[src/rtl/add_serial_feeder_pkg.sv]
// Shared types and constants for the serial-adder operand feeder.
package add_serial_pkg;

  localparam int ADD_W       = 8;
  localparam int ADD_LATENCY = 12;

  typedef enum logic [2:0] {
    S_IDLE    = 3'd0,
    S_LAUNCH  = 3'd1,
    S_WAIT    = 3'd2,
    S_CAPTURE = 3'd3,
    S_RELEASE = 3'd4,
    S_GAP     = 3'd5
  } feeder_state_t;

endpackage

[src/rtl/add_serial_feeder_op_fifo.sv]
// Small synchronous operand FIFO; the head entry is always visible and never
// bypassed from a same-cycle push.
module op_fifo
  import add_serial_pkg::*;
#(
  parameter int DEPTH = 4,
  parameter int W     = 2 * ADD_W
) (
  input  logic                     clk,
  input  logic                     rst_n,
  input  logic                     push_i,
  input  logic                     pop_i,
  input  logic [W-1:0]             data_i,
  output logic [W-1:0]             head_o,
  output logic [$clog2(DEPTH):0]   count_o,
  output logic                     empty_o
);

  localparam int PW = $clog2(DEPTH);
  localparam int CW = PW + 1;

  logic [W-1:0]  mem_q [DEPTH];
  logic [PW-1:0] wr_q;
  logic [PW-1:0] rd_q;
  logic [CW-1:0] count_q;
  logic          full_s;
  logic          do_push_s;
  logic          do_pop_s;

  assign full_s    = (count_q == CW'(DEPTH));
  assign empty_o   = (count_q == {CW{1'b0}});
  assign do_push_s = push_i && !full_s;
  assign do_pop_s  = pop_i && !empty_o;
  assign head_o    = mem_q[rd_q];
  assign count_o   = count_q;

  // Storage, pointers (wrap naturally since DEPTH is a power of two) and count.
  always_ff @(posedge clk or negedge rst_n) begin
    if (!rst_n) begin
      for (int i = 0; i < DEPTH; i++) begin
        mem_q[i] <= {W{1'b0}};
      end
      wr_q    <= {PW{1'b0}};
      rd_q    <= {PW{1'b0}};
      count_q <= {CW{1'b0}};
    end else begin
      if (do_push_s) begin
        mem_q[wr_q] <= data_i;
        wr_q        <= wr_q + PW'(1);
      end
      if (do_pop_s) begin
        rd_q <= rd_q + PW'(1);
      end
      case ({do_push_s, do_pop_s})
        2'b10:   count_q <= count_q + CW'(1);
        2'b01:   count_q <= count_q - CW'(1);
        default: count_q <= count_q;
      endcase
    end
  end

endmodule

[src/rtl/add_serial_feeder.sv]
// Sequences buffered (a, b) pairs into the serial adder one at a time and
// returns each captured sum on a valid/ready result port.
module add_serial_feeder
  import add_serial_pkg::*;
#(
  parameter int DEPTH   = 4,
  parameter int LATENCY = ADD_LATENCY
) (
  input  logic             clk,
  input  logic             rst,
  input  logic             in_valid,
  output logic             in_ready,
  input  logic [ADD_W-1:0] in_a,
  input  logic [ADD_W-1:0] in_b,
  output logic [ADD_W-1:0] add_a,
  output logic [ADD_W-1:0] add_b,
  output logic             add_en,
  input  logic [ADD_W-1:0] add_out,
  output logic             res_valid,
  input  logic             res_ready,
  output logic [ADD_W-1:0] res_data,
  output logic             busy
);

  localparam int FCW   = $clog2(DEPTH) + 1;
  localparam int CNT_W = $clog2(LATENCY);
  // Last counter value seen in S_WAIT; yields LATENCY-2 wait cycles.
  localparam logic [CNT_W-1:0] CNT_LAST = CNT_W'(LATENCY - 3);

  feeder_state_t      state_q;
  logic [CNT_W-1:0]   cnt_q;
  logic [ADD_W-1:0]   add_a_q;
  logic [ADD_W-1:0]   add_b_q;
  logic               add_en_q;
  logic               res_valid_q;
  logic [ADD_W-1:0]   res_data_q;
  logic               busy_q;

  logic [2*ADD_W-1:0] fifo_head_s;
  logic [FCW-1:0]     fifo_count_s;
  logic               fifo_empty_s;
  logic               push_s;
  logic               launch_s;

  assign in_ready = (fifo_count_s != FCW'(DEPTH));
  assign push_s   = in_valid && in_ready;
  // Never launch while an unaccepted result would be overwritten at capture.
  assign launch_s = (state_q == S_IDLE) && !fifo_empty_s && (!res_valid_q || res_ready);

  op_fifo #(
    .DEPTH (DEPTH),
    .W     (2 * ADD_W)
  ) u_fifo (
    .clk     (clk),
    .rst_n   (rst),
    .push_i  (push_s),
    .pop_i   (launch_s),
    .data_i  ({in_a, in_b}),
    .head_o  (fifo_head_s),
    .count_o (fifo_count_s),
    .empty_o (fifo_empty_s)
  );

  // Sequencer FSM with registered adder controls, result register and busy flag.
  always_ff @(posedge clk or negedge rst) begin
    if (!rst) begin
      state_q     <= S_IDLE;
      cnt_q       <= {CNT_W{1'b0}};
      add_a_q     <= {ADD_W{1'b0}};
      add_b_q     <= {ADD_W{1'b0}};
      add_en_q    <= 1'b0;
      res_valid_q <= 1'b0;
      res_data_q  <= {ADD_W{1'b0}};
      busy_q      <= 1'b0;
    end else begin
      if (res_valid_q && res_ready) begin
        res_valid_q <= 1'b0;
      end
      case (state_q)
        S_IDLE: begin
          if (launch_s) begin
            add_a_q  <= fifo_head_s[2*ADD_W-1:ADD_W];
            add_b_q  <= fifo_head_s[ADD_W-1:0];
            add_en_q <= 1'b1;
            busy_q   <= 1'b1;
            state_q  <= S_LAUNCH;
          end
        end
        S_LAUNCH: begin
          add_en_q <= 1'b0;
          cnt_q    <= {CNT_W{1'b0}};
          state_q  <= S_WAIT;
        end
        S_WAIT: begin
          cnt_q <= cnt_q + CNT_W'(1);
          if (cnt_q == CNT_LAST) begin
            state_q <= S_CAPTURE;
          end
        end
        S_CAPTURE: begin
          res_data_q  <= add_out;
          res_valid_q <= 1'b1;
          add_en_q    <= 1'b1;
          state_q     <= S_RELEASE;
        end
        S_RELEASE: begin
          add_en_q <= 1'b0;
          state_q  <= S_GAP;
        end
        S_GAP: begin
          busy_q  <= 1'b0;
          state_q <= S_IDLE;
        end
        default: begin
          add_en_q <= 1'b0;
          busy_q   <= 1'b0;
          state_q  <= S_IDLE;
        end
      endcase
    end
  end

  assign add_a     = add_a_q;
  assign add_b     = add_b_q;
  assign add_en    = add_en_q;
  assign res_valid = res_valid_q;
  assign res_data  = res_data_q;
  assign busy      = busy_q;

endmodule

[config.mk]
export PLATFORM = sky130hd
export DESIGN_NAME = add_serial_feeder
export DESIGN_NICKNAME = d
export VERILOG_FILES = /design/src/rtl/add_serial_feeder_pkg.sv /design/src/rtl/add_serial_feeder_op_fifo.sv /design/src/rtl/add_serial_feeder.sv
export SDC_FILE = /design/constraint.sdc
export NUM_CORES = 1
export LEC_CHECK = 0
export BUFFER_PORTS_ARGS = -buffer_cell sky130_fd_sc_hd__buf_2
export CAP_MARGIN = 10
export CORE_UTILIZATION = 52
export CTS_CLUSTER_SIZE = 14
export DETAILED_ROUTE_END_ITERATION = 8
export GPL_ROUTABILITY_DRIVEN = 0
export PLACE_DENSITY = 0.73
export SYNTH_ARGS = -nofsm -noshare
export SYNTH_HDL_FRONTEND = slang
export SYNTH_SLANG_ARGS = --single-unit
export TNS_END_PERCENT = 5
[constraint.sdc]
create_clock -name clk -period 2.2 [get_ports clk]
set_input_delay 0.11 -clock clk [delete_from_list [all_inputs] [get_ports clk]]
set_output_delay 0.11 -clock clk [all_outputs]
set_load 0.03 [all_outputs]
==> metrics.yaml, run 1 <==
synth_edf_count: 0
numPortBuffers: 55
antenna_found_initial: 1
grt_overflow: 0
avgSynthCellArea_um2: 15.54
cp-end-kind: "register"
dpl-instance-area_um2: 5052
combPwrFrac: 0.452
final_cell_mix: "105 x dfrtp_1, 81 x mux2_2, 54 x buf_2"
crit_type: "reg -> reg"
clk_pin_slew_ps: 110
rsz0062_at_grt: "false"
htreeDepth: 3
final_antenna_net_count: 0
syn_nets: 334
ys_seq_area_frac: 0.5676
power_density_nw_per_um2: 1648
worst_pin_slew_ps: 570.4
fin_ws_ps: 134.6
p_sw_frac: 0.3426
fin_crit_sh: 0.9388
die_w_um: 96.36
grt_use_met2: 0.3369
tns_ps: 0
synth.distinct_cells: 34
p_seq_frac: 0.390
r2r_cells: 8
max_freq_mhz: 484.2
dpl.hpwl_mm: 5.273
outcome: "finished, final reports clean"
coreArea_um2: 8678
critPathMaxFanout: 4
grt_use_total: 0.1952
cp.arrival_ps: 2350
stdcell_area_um2: 5398
r2r-start: "u_fifo.count_o[1]"
setup_viol_count_final: 0
avgRoutedWirePerCell_um: 16.67
die_area_um2: 9284
root_buffer: "clkbuf_8"
dp_slack_ps: 99.14
grtUsageMet3: 0.04107
p_switching_w: 0.003048
crit_path_start: "u_fifo.count_o[1]"
via_per_inst: 5.427
hp-class: "in -> reg"
grt_pass1_vias: 2688
synth_seq_cells: 105
cp-endpoint: "u_fifo.count_o[2]"
final_util: 0.6220
cts_tree: "done"
cap_viol_max_count: 0
r2r_setup_slack_ps: 130
finClkSkew_ps: 15.39
internal_power_w: 0.005846
drv_slew: 0
pwr-share-clk: 0.158
grt_pass1_wl_mm: 13.31
period_needed_ps: 2065
cts_buffer_depth: 2
final_common_cell: "dfrtp_1"
synthToLayoutAreaGrowth_pct: 16.59
cts.sinks: 105
p_leak_nw: 2.420
synthArstFlopShare: 1.000
yosys_warnings: 0
nets: 405
rows: 34
clk_latency_ps: 370
worstPathRequired_ps: 2490
layout-drive-gt1-share: 0.5187
pin_count: 56
finalHoldViolCount: 0
drc_errors: 0
drtIter0Drc: 75
globalRouteMet1Util: 0.2429
nFillCells: 682
die_h_um: 96.36
relSlewSlack: 0.6197
top_usage_layer: "met2"
num_antenna_cells: 0
synthCells: 298
initial_core_util: 0.5334
first_pass_iters: 4
worst_setup_path_start_kind: "register"
grt_start_max_net_pins: 45
synth_area_um2: 4629
synth_flop_cell: "dfrtp_1"
vias: 2616
peakVddDrop_v: 0.0008894
numCtsBuffers: 9
drt_wl_total_mm: 8.033
r2r_end: "u_fifo.count_o[2]"
synth_stat cells, drive strengths merged (2+ instances only):
| cell | n | area [um^2] |
|---|---|---|
| nand4 | 2 | 12.51 |
| dfrtp | 105 | 2628 |
| nor3b | 3 | 22.52 |
| nor2 | 4 | 15.01 |
| buf | 12 | 93.84 |
| clkbuf | 3 | 11.26 |
| mux4 | 16 | 360.4 |
| xnor2 | 4 | 35.03 |
| mux2 | 89 | 1032 |
| o21ai | 11 | 55.05 |
| xor2 | 3 | 26.28 |
| nand2 | 8 | 30.03 |
| nand3 | 5 | 45.04 |
| a31oi | 2 | 12.51 |
| inv | 8 | 30.03 |
| a21oi | 4 | 20.02 |
| ha | 7 | 87.58 |
power by group through the flow:
stage	sequential [W]	combinational, W	clock (W)
after floorplan	0.00385	0.00280	0
after global placement	0.00345	0.00396	0
after detailed placement	0.00351	0.00406	0
after CTS	0.00347	0.00408	0.00145
after global routing	0.00361	0.00439	0.00152
final	0.00347	0.00402	0.00140
flip-flops by register name (all words and copies together), names as in the netlist:
register / cells
u_fifo.rd_q: 2
res_data: 8
cnt_q: 4
add_a: 8
add_en: 1
state_q: 3
add_b: 8
busy: 1
u_fifo.wr_q: 2
u_fifo.mem_q: 64
res_valid: 1
u_fifo.count_o: 3
critical path, stage by stage, from the launching register on:
cell     delay, ps
dfrtp_1        410
or3b_1         420
nand2_2        150
ha_4           150
inv_1           40
fa_1           370
xor2_1         150
nor2_1         140
xor2_1         160
cell families after synthesis:
| family | synth area share |
|---|---|
| adders and majority gates | 0.02324 |
| and+or+nand+nor | 0.04324 |
| DFF | 0.5676 |
| xor gates and xnor gates | 0.01324 |
| AOI/OAI and AO/OA | 0.02054 |
| buffers and inverters | 0.02919 |
| muxes | 0.3030 |
worst min-delay path by stage:
| stage | slack [ps] | end | cells past startpoint | start |
|---|---|---|---|---|
| finish | 10 | u_fifo.mem_q[57] | 2 | in_a[1] |
| global route | 9 | u_fifo.mem_q[55] | 2 | in_b[7] |
| CTS | 2 | u_fifo.mem_q[24] | 2 | in_a[0] |
| detailed placement | 160 | add_a[3] | 1 | rst |
| global placement | 140 | add_a[3] | 1 | rst |
| floorplan | -190 | add_a[0] | 0 | rst |
final cells by class:
type | instances | area [um^2] | area share
clock inverters | 7 | 118.9 | 0.02202
clock buffers | 9 | 123.9 | 0.02295
inverters | 8 | 30.03 | 0.005563
repair buffers | 75 | 478.0 | 0.08855
well taps | 108 | 135.1 | 0.02503
multi-input cells | 170 | 1884 | 0.3491
flip-flops and latches | 105 | 2628 | 0.4868
through the flow:
stage	hold WS, ps	instances	power [W]
after CTS	2.085	482	0.008999
after detailed placement	155.1	456	0.007571
after global routing	8.703	482	0.009524
after global placement	137.8	456	0.007408
after floorplan	-185.6	298	0.006648
final	12.30	482	0.008894
what timing repair did:
action                     CTS  global route
hold endpoints to repair    51             0
gates resized for setup      0             1
buffers inserted             0             0
hold buffers                10             0
setup endpoints to repair    0             1
per-layer routing:
| metal | share of wire | up-vias | wire length (um) |
|---|---|---|---|
| met5 | 0.0010 | - | 8 |
| met4 | 0.015 | 2 | 117 |
| met3 | 0.034 | 11 | 272 |
| met2 | 0.52 | 46 | 4138 |
| met1 | 0.44 | 1340 | 3497 |
| li1 | - | 1217 | - |
No activity file was read; power rests on OpenSTA's default activity.
==> run 2, diff against run 1 <==
==> constraint.sdc (replaced) <==
create_clock -name clk -period 1.8 [get_ports clk]
set_input_delay 0.09 -clock clk [delete_from_list [all_inputs] [get_ports clk]]
set_output_delay 0.09 -clock clk [all_outputs]
set_load 0.03 [all_outputs]
==> metrics.yaml, run 2 (synthesis results as in run 1) <==
p_total_w: 0.01111
combPwrFrac: 0.492
coreArea_um2: 8678
regMostFlops: "u_fifo.mem_q"
r2r_cells: 8
drtIter0Drc: 82
r2r_end: "u_fifo.count_o[2]"
max_freq_mhz: 506.5
grt_use_total: 0.2019
clk_latency_ps: 370
p_leak_nw: 2.574
cts_buffer_depth: 2
pwr-share-clk: 0.125
numPortBuffers: 55
die_w_um: 96.36
r2r-start: "state_q[0]"
worst_pin_slew_ps: 389.4
relSlewSlack: 0.7398
grt_start_max_net_pins: 65
rows: 34
tns_ps: -1231
grt_pass1_vias: 2809
r2r_setup_slack_ps: -170
first_pass_iters: 4
die_h_um: 96.36
p_seq_frac: 0.383
layout-drive-gt1-share: 0.5383
pin_count: 56
cp.arrival_ps: 2260
finClkSkew_ps: 14.44
cp-endpoint: "u_fifo.count_o[2]"
drt_wl_total_mm: 8.602
hp-class: "in -> reg"
fin_crit_sh: 1.097
internal_power_w: 0.007190
worst_setup_path_start_kind: "register"
power_density_nw_per_um2: 1947
clk_pin_slew_ps: 110
critPathMaxFanout: 2
dpl.hpwl_mm: 5.592
finalHoldViolCount: 0
vias: 2746
crit_type: "reg -> reg"
peakVddDrop_v: 0.001237
root_buffer: "clkbuf_8"
p_switching_w: 0.003921
nets: 436
final_cell_mix: "105 x dfrtp_1, 81 x mux2_2, 54 x buf_2"
rsz0062_at_grt: "true"
dpl-instance-area_um2: 5250
whs_path_depth: 2
htreeDepth: 3
drv_slew: 0
min_from: "in_b[0]"
crit_path_start: "state_q[0]"
cts_tree: "done"
cts.sinks: 105
drc_errors: 0
via_per_inst: 5.353
stdcell_area_um2: 5707
final_antenna_net_count: 0
grt_pass1_wl_mm: 13.75
cp-end-kind: "register"
avgRoutedWirePerCell_um: 16.77
num_antenna_cells: 0
cap_viol_max_count: 0
period_needed_ps: 1975
multiInputGateArea_um2: 1899
cp_cell_sequence: "or2_4, and4b_2, ha_4, inv_2, fa_2, xor2_1, nor2_1, xor2_1"
largest_reg_flops: 64
fin_ws_ps: -174.5
cpPeakStageDelay_ps: 390
crit_top_cell: "xor2_1"
outcome: "finished, violations left"
worstPathRequired_ps: 2080
antenna_found_initial: 0
setup_viol_count_final: 18
die_area_um2: 9284
nFillCells: 649
numCtsBuffers: 9
p_sw_frac: 0.3529
register_area_um2: 2628
cp_slowest_cell: "dfrtp_1"
grt_overflow: 0
failed_checks: "negative setup slack"
final_common_cell: "dfrtp_1"
initial_core_util: 0.5334
synthToLayoutAreaGrowth_pct: 23.27
## run 2: cell types whose count changed in the layout (fill, tap and decap cells not counted), moves of 2 or more
cell | previous run | this run
inv_6 | 0 | 2
bufinv_16 | 3 | 0
buf_4 | 9 | 21
buf_12 | 2 | 9
dlygate4sd3_1 | 10 | 22
## run 2: final cells by class
| type | count | share of cell area |
|---|---|---|
| clock buffers | 10 | 0.02412 |
| clock inverters | 6 | 0.008551 |
| inverters | 8 | 0.005262 |
| multi-input cells | 170 | 0.3328 |
| flip-flops and latches | 105 | 0.4604 |
| well taps | 108 | 0.02368 |
| repair buffers | 106 | 0.1451 |
## run 2: timing repair
action	in CTS	in global routing
hold buffers	20	2
resized for setup	7	3
endpoints found under the hold margin	150	4
endpoints found under the setup margin	2	22
pin swaps	5	6
setup buffers	1	2
## run 2: through the flow
| stage | setup slack, ps | instances | utilization | hold WS [ps] |
|---|---|---|---|---|
| final | -174.5 | 513 | 0.6576 | 7.423 |
| after detailed placement | -176.7 | 472 | 0.6050 | 95.62 |
| after global routing | -266.7 | 513 | 0.6576 | 4.576 |
| after CTS | -172.1 | 509 | 0.6524 | 0.3529 |
| after floorplan | -319.8 | 298 | - | -205.6 |
| after global placement | -107.7 | 472 | 0.6050 | 91.70 |
## run 2: routing by layer
layer	global-route usage	part of all wire	up-vias
li1	-	-	1277
met1	0.2551	0.43	1405
met2	0.3446	0.52	57
met3	0.04897	0.032	7
met4	0.06127	0.012	0
met5	0	0	-
## run 2: critical path, delay by kind of cell, from the launching register on
kind          cells  cell delay, ps
simple gates      3             680
buf+inv           1              40
fa+ha+maj         2             490
xor+xnor          2             300
flops             1             390
## run 2: power groups by stage
| stage | Sequential [W] | Combinational (W) | Clock (W) |
|---|---|---|---|
| CTS | 0.00425 | 0.00544 | 0.00143 |
| global route | 0.00441 | 0.00592 | 0.00153 |
| finish | 0.00425 | 0.00547 | 0.00139 |
| detailed placement | 0.00428 | 0.00528 | 0 |
| floorplan | 0.00471 | 0.00342 | 0 |
| global placement | 0.00421 | 0.00515 | 0 |
## run 2: worst min-delay path by stage
| stage | to |
|---|---|
| 6_report | u_fifo.mem_q[48] |
| 5_1_grt | u_fifo.mem_q[34] |
| 4_1_cts | u_fifo.mem_q[29] |
| 3_5_place_dp | u_fifo.mem_q[59] |
| 3_3_place_gp | u_fifo.mem_q[59] |
| 2_1_floorplan | add_a[0] |
